==> src/rtl/mult_arbiter.sv <==
// Arbiter and sequencer sharing one add-shift multiplier among N_REQ requesters.
// Define MULT_ARB_ROUND_ROBIN_EN for round-robin selection; default is fixed priority.
module mult_arbiter #(
  parameter int unsigned N_REQ = 4,
  parameter int unsigned WIDTH = 4
) (
  input  logic                     clock,
  input  logic                     n_reset,
  input  logic [N_REQ-1:0]         req,
  input  logic [N_REQ*WIDTH-1:0]   a_in,
  input  logic [N_REQ*WIDTH-1:0]   b_in,
  output logic [N_REQ-1:0]         grant,
  output logic [N_REQ-1:0]         done,
  output logic [2*WIDTH-1:0]       result,
  output logic                     busy,
  output logic                     mult_start,
  output logic [WIDTH-1:0]         mult_a,
  output logic [WIDTH-1:0]         mult_b,
  input  logic                     mult_ready,
  input  logic [2*WIDTH-1:0]       mult_product
);

  localparam int unsigned IdxW = $clog2(N_REQ);

  typedef enum logic [2:0] {
    StIdle,
    StLoad,
    StStart,
    StWaitLow,
    StWaitHigh,
    StDone
  } state_e;

  state_e state_q, state_d;

  logic [IdxW-1:0]    winner_q;
  logic [IdxW-1:0]    win_idx;
  logic [IdxW-1:0]    search_start;
  logic               win_found;
  logic               served_q;
  logic [N_REQ-1:0]   winner_oh;
  logic [N_REQ-1:0]   eligible;
  logic [WIDTH-1:0]   mult_a_q, mult_b_q;
  logic [WIDTH-1:0]   sel_a, sel_b;
  logic [2*WIDTH-1:0] result_q;

  assign winner_oh = {{(N_REQ-1){1'b0}}, 1'b1} << winner_q;
  // The requester just served sits out the first idle cycle after its done pulse.
  assign eligible  = served_q ? (req & ~winner_oh) : req;

`ifdef MULT_ARB_ROUND_ROBIN_EN
  logic [IdxW-1:0] ptr_q;

  always_ff @(posedge clock or negedge n_reset) begin
    if (!n_reset) begin
      ptr_q <= '0;
    end else if (state_q == StDone) begin
      ptr_q <= (winner_q == IdxW'(N_REQ - 1)) ? '0 : winner_q + 1'b1;
    end
  end

  assign search_start = ptr_q;
`else
  assign search_start = '0;
`endif

  // Circular search from search_start; first eligible index wins.
  always_comb begin : p_search
    logic [IdxW:0] cand;
    win_found = 1'b0;
    win_idx   = '0;
    cand      = '0;
    for (int unsigned i = 0; i < N_REQ; i++) begin
      cand = {1'b0, search_start} + (IdxW + 1)'(i);
      if (cand >= (IdxW + 1)'(N_REQ)) begin
        cand = cand - (IdxW + 1)'(N_REQ);
      end
      if (!win_found && eligible[cand[IdxW-1:0]]) begin
        win_found = 1'b1;
        win_idx   = cand[IdxW-1:0];
      end
    end
  end

  always_comb begin
    sel_a = '0;
    sel_b = '0;
    for (int unsigned k = 0; k < N_REQ; k++) begin
      if (win_idx == IdxW'(k)) begin
        sel_a = a_in[k*WIDTH +: WIDTH];
        sel_b = b_in[k*WIDTH +: WIDTH];
      end
    end
  end

  always_ff @(posedge clock or negedge n_reset) begin
    if (!n_reset) begin
      state_q <= StIdle;
    end else begin
      state_q <= state_d;
    end
  end

  always_comb begin
    state_d = state_q;
    unique case (state_q)
      StIdle:     if (win_found) state_d = StLoad;
      StLoad:     state_d = StStart;
      StStart:    state_d = StWaitLow;
      StWaitLow:  if (!mult_ready) state_d = StWaitHigh;
      StWaitHigh: if (mult_ready) state_d = StDone;
      StDone:     state_d = StIdle;
      default:    state_d = StIdle;
    endcase
  end

  always_comb begin
    grant      = '0;
    done       = '0;
    mult_start = 1'b0;
    busy       = (state_q != StIdle);
    unique case (state_q)
      StIdle: ;
      StLoad, StWaitLow, StWaitHigh: grant = winner_oh;
      StStart: begin
        grant      = winner_oh;
        mult_start = 1'b1;
      end
      StDone: begin
        grant = winner_oh;
        done  = winner_oh;
      end
      default: ;
    endcase
  end

  always_ff @(posedge clock or negedge n_reset) begin
    if (!n_reset) begin
      winner_q <= '0;
      served_q <= 1'b0;
      mult_a_q <= '0;
      mult_b_q <= '0;
      result_q <= '0;
    end else begin
      served_q <= (state_q == StDone);
      if (state_q == StIdle && win_found) begin
        winner_q <= win_idx;
        mult_a_q <= sel_a;
        mult_b_q <= sel_b;
      end
      if (state_q == StWaitHigh && mult_ready) begin
        result_q <= mult_product;
      end
    end
  end

  assign mult_a = mult_a_q;
  assign mult_b = mult_b_q;
  assign result = result_q;

endmodule

==> config.mk <==
export PLATFORM = sky130hd
export DESIGN_NAME = mult_arbiter
export DESIGN_NICKNAME = d
export VERILOG_FILES = /design/src/rtl/mult_arbiter.sv
export SDC_FILE = /design/constraint.sdc
export NUM_CORES = 1
export LEC_CHECK = 0
export CAP_MARGIN = 0
export CORE_UTILIZATION = 35
export CTS_BUF_LIST = sky130_fd_sc_hd__clkbuf_4 sky130_fd_sc_hd__clkbuf_8
export DETAILED_ROUTE_END_ITERATION = 8
export GPL_TIMING_DRIVEN = 0
export HOLD_SLACK_MARGIN = 0.02
export PLACE_DENSITY = 0.8
export REMOVE_ABC_BUFFERS = 1
export SLEW_MARGIN = 20
export SYNTH_ARGS = -nofsm -noshare
export SYNTH_HDL_FRONTEND = slang
export SYNTH_SLANG_ARGS = --single-unit
==> constraint.sdc <==
create_clock -name clock -period 5.3 [get_ports clock]
set_clock_uncertainty 0.2 [all_clocks]
set_input_delay 1.59 -clock clock [delete_from_list [all_inputs] [get_ports clock]]
set_output_delay 1.59 -clock clock [all_outputs]
set_load 0.01 [all_outputs]
==> results.md <==
- Async set-reset flop share out of synthesis: 1.00
- Hold path start: result[2]$_DFFE_PN0P_
- Post-synth EDFFs: 0
- Worst-Skew Late Latency: 0.27 ns
- Most used DFF post-synth: dfrtp_1
- DR vias/cell: 5.47
- Starting Density: 0.376
- Achievable Freq: 0.273 GHz
- Pleak: 0.806 nW
- Die height: 62.8 um
- Post-DP HPWL: 2970 um
- Register area share after synthesis: 0.425
- CTS tree: done
- Core ar.: 3440 um2
- Num rows: 21
- Number of diodes: 0
- Critical path origin: state_q[2]$_DFFE_PN0P_
- Drc violations: 0
- Synth Register Bits: 22
- Rel. slew slack: 0.496
- Synth Area per Inst: 10.4 um2
- Fin nets: 241
- Layout cell share with drive strength beyond 1: 0.119
- Via count: 1307
- GPL Wtd Cong: 0.785
- Setup TNS: 0 ns
- Status: finished, final reports clean
- Die width: 62.8 um
- Worst-path cell chain: nor3_4, inv_2, nand2_1, nor3_1, clkdlybuf4s50_1
- Largest net degree at the start of global routing: 23
- RSZ-0062 raised after global routing: no
- WP data arrival: 1.88 ns
- Mapped cell area: 1290 um2
- Synth area leaders: dfrtp_1 (43%), mux2_2 (7.8%), nand3_1 (3.9%)
- Critical R2R Launch: winner_q[0]$_DFFE_PN0P_
- Filler Cells Inserted: 284
- Routed Antenna Nets: 0
- H-tree levels: 1
- Min Tclk post-route: 3.67 ns
- VDD IR max: 0.000259 V
- DRT iter0 DRCs: 64
- Total gr overflow: 0
- Setup Buffers After CTS: 0
- Vias in the first global route: 1349
- Hold Path Cell Cnt: 1
- Wire per inst: 16.1 um
- Routed WL: 3850 um
- Pre-Repair DR Iteration Count: 4
- Worst Setup End Kind: primary output
- Reg2Reg Depth: 5
- Worst-path maximum fanout: 8
- Final setup fails: 0
- CTS buffer count: 3
- Worst hold slack: 0.315 ns
- Clk sink count: 22
- Crit-path max cell delay: 0.50 ns
- Max-cap violations: 0
- Slowest-stage cell, CP: clkdlybuf4s50_1
- Hold buffer count at cts: 0
- Mapped Cells: 124
- Cell taking the most area after synthesis: dfrtp_1
- Top cell type's share of synthesized area: 0.425
- Most common cell in the netlist: dfrtp_1
- Instance count on the critical path: 5
- Hold Crit Class: flip-flop to flip-flop
- Pwr/cell area: 470 nW/um2
- PortBufs: 72
- Clock Pin Slew Worst Setup and Hold Paths: 0.08 ns
- Synth-to-Final Area Change: 61.2%
- CP bufs+invs: 2
- Slew of the pin with the lowest slew margin: 0.755 ns
- CTS root buffer: clkbuf_8
- Tot GR Track Use: 0.205
- Clock Tree Buf Depth: 2
- First-pass GRT wire length: 6350 um
- Period utilization: 0.692
- CP top delay family: buffers and inverters
- Pre-CTS WS: 1.42 ns
- Required time of the worst setup path: 3.51 ns
- Final instance area: 2090 um2
- Initial antenna violation count: 0
- Die area: 3950 um2
- Synth unique cells: 38
- DP Area: 2020 um2
- Final hold violation count: 0
- Slew Viols, Final: 0
- I/O pin total: 73
- Worst setup path category: flip-flop to primary output
- Finished Core Util: 0.606
- Total number of yosys warnings: 0
- Post-cts resize count: 0
- Post-synth top cells: dfrtp_1 (22), nand3_1 (10), a21oi_1 (9), mux2_2 (9)
- Setup ws final: 1.63 ns
- Startpoint types: flip-flop
[final cells by class]
class	instances	area, um2	area share
timing repair buffer	72	716	0.343
clock inverter	1	30.0	0.0144
multi-input combinational	92	681	0.326
tap	46	57.6	0.0276
inverter	3	11.3	0.00540
sequential	22	551	0.264
clock buffer	3	41.3	0.0198
[state kept, by name (all words and copies together) (netlist names)]
name / flops
state_q: 3
mult_a: 4
result: 8
winner_q: 2
mult_b: 4
served_q: 1
[placed cells by master, fill, tap and decap left out, drive strengths merged, types with 4 or more instances in the layout]
cell           instances
a21oi                  9
a221oi                 8
clkdlybuf4s50         71
dfrtp                 22
mux2                   9
nand2                  4
nand3                 10
nor2                   8
nor2b                  4
nor3                   4
o22ai                  8
[power breakdown]
part / switching [W] / internal, W / total [W]
logic: 0.000217 / 0.000281 / 0.000498
clock network: 0.0000607 / 0.000101 / 0.000162
registers: 0.0000792 / 0.000241 / 0.000321
[metal layers]
layer	routed length, um	track usage
met4	48	0.0523
met2	1970	0.359
met3	274	0.0639
met1	1560	0.241
met5	0	0
[path summary, 6_finish.rpt]
check                                         endpoint  slack, ns
worst max-delay path                          grant[0]       1.63
worst min-delay path             result[2]$_DFFE_PN0P_       0.32
worst max register to register   mult_a[0]$_DFFE_PN0P_       3.01
worst min register to register   result[2]$_DFFE_PN0P_       0.32
max in group asynchronous        mult_b[0]$_DFFE_PN0P_       3.49
min in group asynchronous       state_q[2]$_DFFE_PN0P_       1.07
[worst register-to-register path, cell delays in order (launching register included)]
cell	delay (ns)
dfrtp_1	0.52
or4b_4	0.61
o32ai_4	0.21
o211ai_1	0.33
nand3_1	0.21
a21oi_1	0.08
[per-stage QoR]
stage,std cells,power (W)
CTS,239,0.000985
floorplan,117,0.000561
finish,239,0.000980
global placement,235,0.000796
global route,239,0.00104
detailed placement,235,0.000821
[logic make-up after synthesis]
logic type | after synthesis | share of synthesized area
DFF | 22 | 0.425
buffers and inverters | 10 | 0.0493
muxes | 10 | 0.0860
and+or+nand+nor | 41 | 0.179
AOI/OAI and AO/OA | 41 | 0.261
Note: power is estimated with default switching activity, not from simulation.
